File: src/rtl/cp0_exc.sv
// cp0_exc: coprocessor-0 and exception unit at the commit point (MEM stage).
// It owns Status, Cause, EPC, Count and Compare. It raises the pipeline flush
// and redirect PC for exceptions, interrupts and ERET, and it serves mfc0/mtc0.
//
// Ports:
//   clk, rst            clock; synchronous active-low reset
//   inst_valid, pc      committing instruction is real, and its PC
//   in_delay_slot       committing instruction sits in a branch delay slot
//   ov, syscall, brk,
//   ri, eret            exception / return sources at the commit point
//   hw_int[5:0]         level-sensitive external interrupt lines
//   we, waddr, wdata    mtc0 write port
//   raddr, rdata        mfc0 read port (combinational, no write bypass)
//   exc_flush, exc_pc   flush IF..MEM and redirect target (combinational)
//   timer_int           registered Count==Compare pending flag
//
// Register map: 9 Count, 11 Compare, 12 Status, 13 Cause, 14 EPC.
//
// FSM: none. All control is single-cycle, decided from the current
// architectural state and the commit-point inputs.
module cp0_exc #(
  parameter logic [31:0] EXC_VECTOR = 32'hBFC0_0380,
  parameter logic [31:0] STATUS_RST = 32'h0040_0000
) (
  input  logic        clk,
  input  logic        rst,
  input  logic        inst_valid,
  input  logic [31:0] pc,
  input  logic        in_delay_slot,
  input  logic        ov,
  input  logic        syscall,
  input  logic        brk,
  input  logic        ri,
  input  logic        eret,
  input  logic [5:0]  hw_int,
  input  logic        we,
  input  logic [4:0]  waddr,
  input  logic [31:0] wdata,
  input  logic [4:0]  raddr,
  output logic [31:0] rdata,
  output logic        exc_flush,
  output logic [31:0] exc_pc,
  output logic        timer_int
);

  localparam logic [4:0] REG_COUNT   = 5'd9;
  localparam logic [4:0] REG_COMPARE = 5'd11;
  localparam logic [4:0] REG_STATUS  = 5'd12;
  localparam logic [4:0] REG_CAUSE   = 5'd13;
  localparam logic [4:0] REG_EPC     = 5'd14;

  localparam logic [4:0] EXC_INT = 5'h00;
  localparam logic [4:0] EXC_SYS = 5'h08;
  localparam logic [4:0] EXC_BP  = 5'h09;
  localparam logic [4:0] EXC_RI  = 5'h0A;
  localparam logic [4:0] EXC_OV  = 5'h0C;

  // Only the writable fields of Status and Cause are stored; the remaining
  // bits are constant (Status keeps its reset image, Cause reads 0).
  logic [7:0]  im_q,      im_d;
  logic        exl_q,     exl_d;
  logic        ie_q,      ie_d;
  logic        bd_q,      bd_d;
  logic [7:0]  ip_q,      ip_d;
  logic [4:0]  exccode_q, exccode_d;
  logic [31:0] epc_q,     epc_d;
  logic [31:0] count_q,   count_d;
  logic [31:0] compare_q, compare_d;
  logic        timer_q,   timer_d;
  logic        tick_q,    tick_d;

  logic        int_req;
  logic        exc_take;
  logic        eret_take;
  logic        wr_en;
  logic [4:0]  exc_code;
  logic [31:0] status_rd;
  logic [31:0] cause_rd;

  assign status_rd = (STATUS_RST & ~32'h0000_FF03) |
                     {16'b0, im_q, 6'b0, exl_q, ie_q};
  assign cause_rd  = {bd_q, 15'b0, ip_q, 1'b0, exccode_q, 2'b0};
  assign timer_int = timer_q;

  always_comb begin
    int_req   = ie_q & ~exl_q & (|(ip_q & im_q));
    // Gating with rst keeps the flush quiet during the reset cycle.
    exc_take  = rst & inst_valid & (int_req | ri | ov | syscall | brk);
    eret_take = rst & inst_valid & eret & ~exc_take;
    wr_en     = we & ~exc_take;

    exc_code = EXC_BP;
    if (int_req)      exc_code = EXC_INT;
    else if (ri)      exc_code = EXC_RI;
    else if (ov)      exc_code = EXC_OV;
    else if (syscall) exc_code = EXC_SYS;

    exc_flush = exc_take | eret_take;
    exc_pc    = 32'h0;
    if (exc_take)       exc_pc = EXC_VECTOR;
    else if (eret_take) exc_pc = epc_q;
  end

  always_comb begin
    rdata = 32'h0;
    case (raddr)
      REG_COUNT:   rdata = count_q;
      REG_COMPARE: rdata = compare_q;
      REG_STATUS:  rdata = status_rd;
      REG_CAUSE:   rdata = cause_rd;
      REG_EPC:     rdata = epc_q;
      default:     rdata = 32'h0;
    endcase
  end

  always_comb begin
    im_d      = im_q;
    exl_d     = exl_q;
    ie_d      = ie_q;
    bd_d      = bd_q;
    ip_d      = ip_q;
    exccode_d = exccode_q;
    epc_d     = epc_q;
    compare_d = compare_q;
    timer_d   = timer_q;
    tick_d    = ~tick_q;
    count_d   = tick_q ? count_q + 32'd1 : count_q;

    // Hardware IP bits are resampled every cycle; timer shares line 5.
    ip_d[7:2] = {hw_int[5] | timer_q, hw_int[4:0]};

    if (count_q == compare_q) timer_d = 1'b1;

    if (wr_en) begin
      case (waddr)
        REG_COUNT:   count_d = wdata;
        REG_COMPARE: begin
          compare_d = wdata;
          timer_d   = 1'b0;  // clear beats a same-cycle match
        end
        REG_STATUS: begin
          im_d  = wdata[15:8];
          exl_d = wdata[1];
          ie_d  = wdata[0];
        end
        REG_CAUSE:   ip_d[1:0] = wdata[9:8];
        REG_EPC:     epc_d = wdata;
        default: ;
      endcase
    end

    // Exception/ERET updates come last so they win over a same-cycle mtc0.
    if (exc_take) begin
      exccode_d = exc_code;
      exl_d     = 1'b1;
      if (!exl_q) begin
        epc_d = in_delay_slot ? pc - 32'd4 : pc;
        bd_d  = in_delay_slot;
      end
    end else if (eret_take) begin
      exl_d = 1'b0;
    end
  end

  always_ff @(posedge clk) begin
    if (!rst) begin
      im_q      <= STATUS_RST[15:8];
      exl_q     <= STATUS_RST[1];
      ie_q      <= STATUS_RST[0];
      bd_q      <= 1'b0;
      ip_q      <= 8'h0;
      exccode_q <= 5'h0;
      epc_q     <= 32'h0;
      count_q   <= 32'h0;
      compare_q <= 32'h0;
      timer_q   <= 1'b0;
      tick_q    <= 1'b0;
    end else begin
      im_q      <= im_d;
      exl_q     <= exl_d;
      ie_q      <= ie_d;
      bd_q      <= bd_d;
      ip_q      <= ip_d;
      exccode_q <= exccode_d;
      epc_q     <= epc_d;
      count_q   <= count_d;
      compare_q <= compare_d;
      timer_q   <= timer_d;
      tick_q    <= tick_d;
    end
  end

endmodule
File: config.mk
export PLATFORM = sky130hd
export DESIGN_NAME = cp0_exc
export DESIGN_NICKNAME = d
export VERILOG_FILES = /design/src/rtl/cp0_exc.sv
export SDC_FILE = /design/constraint.sdc
export NUM_CORES = 1
export LEC_CHECK = 0
export CAP_MARGIN = 40
export CORE_ASPECT_RATIO = 1.2
export CORE_MARGIN = 5
export CORE_UTILIZATION = 56
export CTS_CLUSTER_SIZE = 24
export DETAILED_ROUTE_END_ITERATION = 12
export HOLD_SLACK_MARGIN = 0.12
export PLACE_DENSITY_LB_ADDON = 0.15
export SETUP_SLACK_MARGIN = 0.4
export SYNTH_ARGS = -nofsm -noshare
export SYNTH_HDL_FRONTEND = slang
export SYNTH_SLANG_ARGS = --single-unit
File: constraint.sdc
create_clock -name clk -period 5.4 [get_ports clk]
set_input_delay 0.81 -clock clk [delete_from_list [all_inputs] [get_ports clk]]
set_output_delay 0.81 -clock clk [all_outputs]
set_load 0.1 [all_outputs]
==> summary.txt <==
Status
  • Status: complete, no violations

Layout
  • Antenna cells: 0
  • Area grow syn2layout: 32.9%
  • Final nets: around 1100
  • Commonest non-fill, non-tap cells in the layout: dfxtp_1, mux2i_1, clkdlybuf4s50_1
  • Filler cell count in the final layout: between 900 and 1000
  • Share of layout cells above drive strength 1: 13.1%
  • Design area: about 10000 um2
  • Reg area: 2420 um2
  • Final core occ: about three quarters
  • Multi-input logic area: between 4000 and 5000 um2
  • Commonest non-fill, non-tap cell in the layout: dfxtp_1

Clock network
  • Post_cts resized: 0
  • Clock Sink Count: about 120
  • Worst-Skew Late Latency: between 0.4 and 0.5 ns
  • Root Buffer: clkbuf_16
  • # hold bufs at CTS: 0
  • Max Buffers Root-to-Sink: 2
  • Post-CTS setup buffers: 0
  • TritonCTS clock tree: done
  • H-tree depth: 4
  • Reg clk slew, reported paths: 0.05 ns
  • Cts bufs inserted: 17

Global routing
  • Pin count of the biggest net entering global routing: a little under 80
  • Vias in the first global route: 6782
  • Global-route wire length before repair: approximately 38000 um
  • Initial antenna violation count: 0
  • GRT Overall Usage: a little under a third
  • Remaining Overflow, GRT: 0

Floorplan
  • Die Y: 136 um
  • Row count: 46
  • Initial Util: 56.7%
  • Core area: 13200 um2
  • Die area: 15800 um2
  • DIE WIDTH: 115 um
  • Ports: about 160

Synth
  • Mapped Nets: about 940
  • Post-Syn Area: 7470 um2
  • YS warnings: 0
  • EDFF count, synth: 0
  • Synthesis-stage register bit count: ~120
  • Post-Syn Instances: between 800 and 900
  • Synth Area per Inst: approximately 9 um2
  • Main flop type after synthesis: dfxtp_1
  • Seq/Total Area, Yosys: 32.4%
  • Yosys cell types: 54
  • Ys async rst share: 0%

Route
  • DRC viols: 0
  • Overall via count from detail_route: around 7000
  • DRT Pass-1 Iters: 10
  • Final WL: approximately 24000 um
  • DR iter-0 viols: just under 800
  • Wire per inst: around 21 um
  • Routed Antenna Nets: 0
  • Vias per Instance: 6.16

Timing
  • Setup TNS: 0 ns
  • Tightest Pin Transition: around 0.86 ns
  • Final hold slack: slightly above 0.5 ns
  • Final Setup Violations: 0
  • Tcrit/Tclk final: between 70% and 80%
  • Slew HR: a little over two fifths
  • Final Hold Violating Endpoints: 0
  • Slew Viols, Final: 0
  • FMAX: approximately 240 MHz
  • Unrepaired setup endpoints after global routing: false
  • Fin crit period: roughly 4 ns
  • Final Skew: between 0.01 and 0.015 ns

Setup path
  • Worst r2r src: ip_q[7]
  • Worst reg2reg path depth: 6
  • Crit Path Class: input pin to output port
  • Startpoint Class: input pin
  • Critical path data arrival time: between 3 and 4 ns
  • CP endpoint: rdata[16]
  • Worst R2R Setup Slack: around 2.8 ns
  • Max FO, Critical Path: 18
  • Worst reg2reg path endpoint: compare_q[28]
  • Worst EP required: ~4.6 ns
  • Crit end category: output port
  • Crit path from: raddr[1]

Power and ir drop
  • Max VDD drop: roughly 220 uV
  • Power Dens Cells: roughly 270 nW/um2
  • Net switching power: between 600 and 700 uW
  • Seq pwr share: between 30 and 40%
  • Int Power: 2030 uW
  • Clock power share: 50.9%
  • P_leak: around 0.0044 uW
  • Combinational Power Share: 13.4%
  • Sw frac: 24.9%

Run
  • Max cap viols: 0

Worst hold path
  • Hold_sp: timer_int
  • HP Class: flop to flop

Placement
  • PortBufs: ~160
  • Instance area at placement: a little over 9000 um2
  • Final GP Congestion: 0.985
  • HPWL after detailed placement: 17900 um
cells by family after synthesis:
kind of cell    count (synthesis)  share of synthesized area (%)
simple gates                  281                           20.9
xor+xnor                       88                           10.3
compound gates                169                           17.3
flops                         121                           32.4
mux                           101                           13.5
fa+ha+maj                       2                          0.335
buf+inv                        89                           5.19
metrics by stage:
stage	setup WS (ns)	total power, uW	std cells
after detailed placement	1.40	1340	1126
after global placement	1.22	1330	1121
after global routing	1.20	2760	1158
after floorplan	0.790	1170	851
final	1.30	2700	1158
after CTS	1.35	2690	1158
critical path, stage by stage:
cell and delay, ns:
clkdlybuf4s50_1 0.45, buf_4 0.24, inv_1 0.12, nand2b_1 0.50
nor2_1 0.15, buf_4 0.26, a222oi_1 0.40, inv_1 0.15
buf_12 0.19
layout make-up:
type | count | share of cell area, %
tap | 168 | 2.12
inverter | 24 | 0.907
timing repair buffer | 172 | 18.1
clock buffer | 20 | 4.70
sequential | 121 | 24.4
multi-input combinational | 641 | 47.3
clock inverter | 12 | 2.45
sequential cells by signal, indices dropped and copies added (netlist names):
register / flops
exl_q: 1
tick_q: 1
epc_q: 32
ip_q: 8
count_q: 32
compare_q: 32
im_q: 8
ie_q: 1
bd_q: 1
timer_int: 1
exccode_q: 4
power groups by stage:
stage	sequential, uW	clock (uW)	combinational, uW
after floorplan	973	0	199
after global placement	980	0	347
after detailed placement	980	0	356
after CTS	961	1370	359
after global routing	965	1410	384
final	963	1370	363
routing by layer:
| layer | up-vias | track usage [%] | routed length (um) |
|---|---|---|---|
| met5 | - | 0 | 0 |
| met4 | 0 | 13.2 | 819 |
| met3 | 67 | 5.97 | 1940 |
| met2 | 327 | 48.8 | 11400 |
| met1 | 3416 | 42.3 | 10300 |
| li1 | 3321 | - | - |
synth_stat cells (4+ instances only):
library cell	number	area [um2]
clkbuf_1	44	165
buf_6	4	45.0
dfxtp_1	121	2420
mux2i_1	101	1010
a21oi_1	36	180
o211a_1	42	420
o21ai_0	33	165
nand2_1	66	248
nor4_1	13	81.3
nor3_1	17	85.1
nand3_1	14	70.1
xnor2_1	68	596
buf_2	13	65.1
a222oi_1	16	160
a22oi_1	5	37.5
and3_1	6	37.5
and4_1	5	43.8
a21o_1	13	97.6
nor2b_1	51	319
nand4_1	26	163
xor2_1	20	175
inv_1	24	90.1
nor2_1	31	116
and2_1	29	181
worst min path at each step:
stage	cells past startpoint	slack, ns	endpoint
global placement	1	0.49	ip_q[7]
finish	1	0.51	ip_q[7]
global route	1	0.55	ip_q[7]
CTS	1	0.52	tick_q
detailed placement	1	0.51	ip_q[7]
floorplan	2	0.47	exccode_q[1]
(Power assumes the default switching activity.)
